[src/rtl/mult5_pkg.sv]
// Shared types and helpers for the column-serial 5x5 multiplier.
// col_bits works on MAX_N-wide vectors so one function serves every supported N.
package mult5_pkg;
  localparam int N_DEF  = 5;
  localparam int PW_DEF = 2 * N_DEF;
  localparam int CW_DEF = $clog2(PW_DEF) + 1;
  localparam int MAX_N  = 8;
  localparam int IW     = $clog2(MAX_N);

  typedef enum logic [1:0] {
    IDLE = 2'd0,
    RUN  = 2'd1,
    DONE = 2'd2
  } state_t;

  // Partial-product bits of column k: bit i holds a[i] & b[k-i] when in range.
  function automatic logic [MAX_N-1:0] col_bits(input logic [MAX_N-1:0] a,
                                                input logic [MAX_N-1:0] b,
                                                input int k, input int n);
    logic [MAX_N-1:0] c;
    c = '0;
    for (int i = 0; i < MAX_N; i++)
      if (i < n && k - i >= 0 && k - i < n)
        c[IW'(i)] = a[IW'(i)] & b[IW'(k - i)];
    return c;
  endfunction
endpackage

[src/rtl/mult_col_sum.sv]
// Column counter: popcount of the column bits plus the carry from the
// previous column; low bit is the product bit, the rest carries forward.
module mult_col_sum #(
  parameter int N  = 5,
  parameter int CW = 5
) (
  input  logic [N-1:0]  bits,
  input  logic [CW-1:0] carry_in,
  output logic          sum_bit,
  output logic [CW-1:0] carry_out
);
  logic [CW-1:0] s;

  // For N=5 this collapses to two 2-bit pair sums plus a single bit, plus carry.
  always_comb begin
    s = carry_in;
    for (int i = 0; i < N; i++)
      s = s + CW'(bits[i]);
    sum_bit   = s[0];
    carry_out = s >> 1;
  end
endmodule

[src/rtl/mult5_seq_colsum.sv]
// Sequential unsigned multiplier resolving one product column per clock,
// LSB first, with a start/busy/done handshake and fixed 2N-cycle latency.
module mult5_seq_colsum
  import mult5_pkg::*;
#(
  parameter int N = N_DEF
) (
  input  logic           clk,
  input  logic           rst,
  input  logic           start,
  input  logic [N-1:0]   a,
  input  logic [N-1:0]   b,
  output logic           busy,
  output logic           done,
  output logic [2*N-1:0] product
);
  localparam int PW = 2 * N;
  localparam int CW = $clog2(PW) + 1;

  state_t        state, state_nx;
  logic [N-1:0]  a_r, b_r;
  logic [N-1:0]  cb;
  logic [CW-1:0] carry_r, carry_nx, col;
  logic [PW-1:0] sh;
  logic          sum_bit, last_col;

  assign cb       = N'(col_bits(MAX_N'(a_r), MAX_N'(b_r), int'(col), N));
  assign last_col = (col == CW'(PW - 1));

  mult_col_sum #(.N(N), .CW(CW)) u_col (
    .bits      (cb),
    .carry_in  (carry_r),
    .sum_bit   (sum_bit),
    .carry_out (carry_nx)
  );

  always_ff @(posedge clk or posedge rst)
    if (rst) state <= IDLE;
    else     state <= state_nx;

  always_comb begin
    state_nx = state;
    busy     = 1'b0;
    done     = 1'b0;
    case (state)
      IDLE: if (start) state_nx = RUN;
      RUN: begin
        busy = 1'b1;
        if (last_col) state_nx = DONE;
      end
      DONE: begin
        done     = 1'b1;
        state_nx = IDLE;
      end
      default: state_nx = IDLE;
    endcase
  end

  // Product register only loads on entry to DONE, so partial sums never leak out.
  always_ff @(posedge clk or posedge rst)
    if (rst) begin
      a_r     <= '0;
      b_r     <= '0;
      carry_r <= '0;
      col     <= '0;
      sh      <= '0;
      product <= '0;
    end else begin
      case (state)
        IDLE: if (start) begin
          a_r     <= a;
          b_r     <= b;
          carry_r <= '0;
          col     <= '0;
          sh      <= '0;
        end
        RUN: begin
          carry_r <= carry_nx;
          col     <= col + CW'(1);
          sh      <= {sum_bit, sh[PW-1:1]};
          if (last_col) product <= {sum_bit, sh[PW-1:1]};
        end
        default: ;
      endcase
    end
endmodule

[config.mk]
export PLATFORM = sky130hd
export DESIGN_NAME = mult5_seq_colsum
export DESIGN_NICKNAME = d
export VERILOG_FILES = /design/src/rtl/mult5_pkg.sv /design/src/rtl/mult_col_sum.sv /design/src/rtl/mult5_seq_colsum.sv
export SDC_FILE = /design/constraint.sdc
export NUM_CORES = 1
export LEC_CHECK = 0
export CAP_MARGIN = 20
export CORE_MARGIN = 2
export CORE_UTILIZATION = 45
export CTS_CLUSTER_DIAMETER = 50
export DETAILED_ROUTE_END_ITERATION = 6
export PLACE_DENSITY = 0.67
export SYNTH_ARGS = -nofsm -noshare
export SYNTH_HDL_FRONTEND = slang
export SYNTH_SLANG_ARGS = --single-unit
[constraint.sdc]
create_clock -name clk -period 3.75 [get_ports clk]
set_input_delay 0.75 -clock clk [delete_from_list [all_inputs] [get_ports clk]]
set_output_delay 0.75 -clock clk [all_outputs]
set_load 0.05 [all_outputs]
==> run_results.csv <==
group,metric,value,unit
routing,wl_per_cell,14.15,µm
flow_run,maxCapViolCount,0,
worst_setup_path,reg2reg_from,"col[1]$_DFFE_PP0P_",
hold_path,hold_start,"b_r[0]$_DFFE_PP0P_",
die,die-area,5248,µm²
synth,synth_nets,239,
finish,final_area,2507,µm²
synth,synth_top_area_share,0.4629,
finish,antenna_cells,0,
timing,tightest_slew,0.7528,ns
synth,postSynthCellCount,212,
finish,n_fill_cell,416,
synth,muxShareOfSynthArea,0.07953,
timing,fin_setup_tns,0,ns
routing,drc,0,
grt,grt_pass1_wl,7.162,mm
routing,routed-via-count,1556,
grt,grt_max_degree,40,
timing,hold_slack,0.4965,ns
synth,synth_top_family_by_area,"simple AND/OR/NAND/NOR gates",
synth,async_flop_share,1.000,
timing,skew,0.006814,ns
worst_setup_path,cp.arrival,3.70,ns
die,fp-row-count,24,
outcome,status,"completed",
timing,maxSlewViolCount,0,
hold_path,hold_end,"b_r[0]$_DFFE_PP0P_",
synth,synth_compound_area_frac,0.1193,
routing,vias_per_cell,5.347,
timing,post-route-min-period,3.543,ns
timing,grt_setup_unrepaired,"false",
worst_setup_path,critPathMaxFanout,9,
placed_design,place_area,2395,µm²
worst_setup_path,start_kind,"flop",
timing,setup-violations-final,0,
worst_setup_path,critPathRequiredTime,3.90,ns
power,peakVddDrop,0.4643,mV
timing,fin_crit_sh,0.9449,
placed_design,hpwl,2.701,mm
finish,final_common_cell,"nand2_1",
timing,max_freq,282.2,MHz
synth,syn_area_per_cell,9.945,µm²
synth,ys_warn_count,0,
hold_path,hold_path_class,"flop to flop",
clocking,clkSinkCount,39,
synth,synthAdderAreaFrac,0.09377,
die,initial_core_util,0.4744,
synth,synthSimpleGateAreaFrac,0.1798,
clocking,cts-root-buf,"clkbuf_8",
synth,yosysUniqueCellTypes,41,
clocking,cts_buffer_depth,2,
power,leakage,1.188,nW
synth,synthesis.area,2108,µm²
die,pin_count,25,
worst_setup_path,path_class,"flop to flop",
placed_design,globalplace.congestion,0.8050,
clocking,cts_made_buffers,5,
synth,yosysTopAreaCell,"dfrtp_1",
die,core,4444,µm²
synth,synth-edff-count,0,
power,p_per_area,854.8,nW/µm²
hold_path,hold_depth,2,
finish,final_cell_mix,"nand2_1 (54), dfrtp_1 (39), clkdlybuf4s50_1 (23)",
synth,synth-xor-area-share,0.01662,
worst_setup_path,cp-end-kind,"flop",
worst_setup_path,r2r_end,"carry_r[0]$_DFFE_PP0P_",
grt,gr-usage-all-layers,0.1785,
routing,ant_nets,0,
worst_setup_path,reg2reg_slack,0.21,ns
finish,area_delta_synth_final,18.93,%
routing,drt_iter0_drc,101,
placed_design,port_buffers,23,
clocking,cts_hold_buf,0,
grt,antenna_found_initial,0,
routing,dr.pass1.iters,4,
finish,fin_nets,265,
routing,wl,4.118,mm
grt,grt_pass1_vias,1540,
clocking,cts.clk_slew.worst_paths,0.08,ns
timing,slew_headroom,0.4959,
synth,seq_area_frac_synth,0.4629,
clocking,cts_tree,"done",
synth,synth_seq_cells,39,
timing,hold_viol,0,
synth,synthFlopType,"dfrtp_1",
die,chipHeight,72.45,µm
die,die_x,72.45,µm
clocking,postCtsSetupRepairBufs,0,
finish,drive_gt1_frac,0.1088,
clocking,clock_latency,0.30,ns
worst_setup_path,worstRegToRegCells,12,
grt,grt_remaining_overflow,0,
worst_setup_path,crit_start,"col[1]$_DFFE_PP0P_",
clocking,htreeDepth,2,
synth,synthTopCellsByArea,"dfrtp_1 (46%), nand2_1 (9.6%), ha_1 (6.5%)",
-- synth_stat cells, types with 2 or more instances --
library cell and n:
a211oi_1 2, o211ai_1 2, a21oi_1 3, clkbuf_1 5, a2111oi_0 2, nor3b_1 2
and3_1 2, a21o_1 2, nand2_1 54, a31oi_1 3, xor2_1 2, o21ai_0 18
dfrtp_1 39, inv_1 9, buf_2 2, mux2_4 7, mux2_2 2, nand3_1 5
a21boi_0 2, nor2b_1 3, fa_1 3, xnor2_1 2, nor2_1 5, ha_1 11
nand4_1 3, nor3_1 2, buf_6 2, o31ai_1 2, mux2i_1 4
-- per-stage QoR --
step | utilization | total power, mW | setup WS (ns) | instances
2_1_floorplan | - | 1.502 | 0.5089 | 212
3_3_place_gp | 0.5389 | 1.762 | 0.3026 | 283
3_5_place_dp | 0.5389 | 1.783 | 0.2508 | 283
4_1_cts | 0.5642 | 2.150 | 0.1497 | 291
5_1_grt | 0.5642 | 2.299 | 0.01956 | 291
6_report | 0.5642 | 2.143 | 0.2068 | 291
-- registers in the layout, indices dropped and copies added (netlist names) --
| name | cells |
|---|---|
| carry_r | 4 |
| a_r | 4 |
| product | 10 |
| b_r | 5 |
| state | 2 |
| col | 5 |
| sh | 9 |
-- layout make-up --
| type | instances | area, µm² | share of cell area |
|---|---|---|---|
| clock buffers | 5 | 68.82 | 0.02745 |
| clock inverters | 3 | 43.79 | 0.01747 |
| inverters | 10 | 42.54 | 0.01697 |
| repair buffers | 29 | 275.3 | 0.1098 |
| multi-input cells | 153 | 1036 | 0.4132 |
| well taps | 52 | 65.06 | 0.02595 |
| flip-flops and latches | 39 | 975.9 | 0.3892 |
-- where the power goes --
group,internal (mW),total [mW],switching (mW)
clock network,0.198,0.358,0.160
registers,0.580,0.726,0.146
logic,0.421,1.06,0.637
total,1.20,2.14,0.943
-- layer usage --
metal  wire length [µm]  vias to the layer above  GRT usage
li1                   -                      771          -
met4                 54                        0    0.06173
met2               1860                       29     0.2712
met5                  0                        -          0
met3                126                        4    0.05000
met1               2077                      752     0.2462
-- cells by family after synthesis --
| kind of cell | count (synthesis) |
|---|---|
| and+or+nand+nor | 82 |
| muxes | 13 |
| adders and majority gates | 14 |
| xor gates and xnor gates | 4 |
| AOI/OAI and AO/OA | 40 |
| DFF | 39 |
| buffers and inverters | 20 |
-- critical path, cell delays in order (launching register included) --
cell and delay [ns]:
dfrtp_1 0.47, inv_1 0.22, ha_1 0.29, a21boi_1 0.16, a2111oi_0 0.41, a311o_1 0.17
o211ai_1 0.11, fa_1 0.51, fa_1 0.44, inv_1 0.08, fa_1 0.40, nand2_1 0.07
o31ai_1 0.06
-- timing repair --
action	in CTS	in global routing
setup endpoints to repair	0	1
hold endpoints to repair	0	0
resized for setup	0	1
-- worst max-delay path by stage --
| stage | endpoint | slack (ns) | depth (start not counted) |
|---|---|---|---|
| after detailed placement | carry_r[0]$_DFFE_PP0P_ | 0.25 | 12 |
| after global routing | carry_r[0]$_DFFE_PP0P_ | 0.02 | 12 |
| after floorplan | carry_r[0]$_DFFE_PP0P_ | 0.51 | 12 |
| final | carry_r[0]$_DFFE_PP0P_ | 0.21 | 12 |
| after CTS | carry_r[0]$_DFFE_PP0P_ | 0.15 | 12 |
| after global placement | carry_r[0]$_DFFE_PP0P_ | 0.30 | 12 |
No activity file was read; power rests on OpenSTA's default activity.
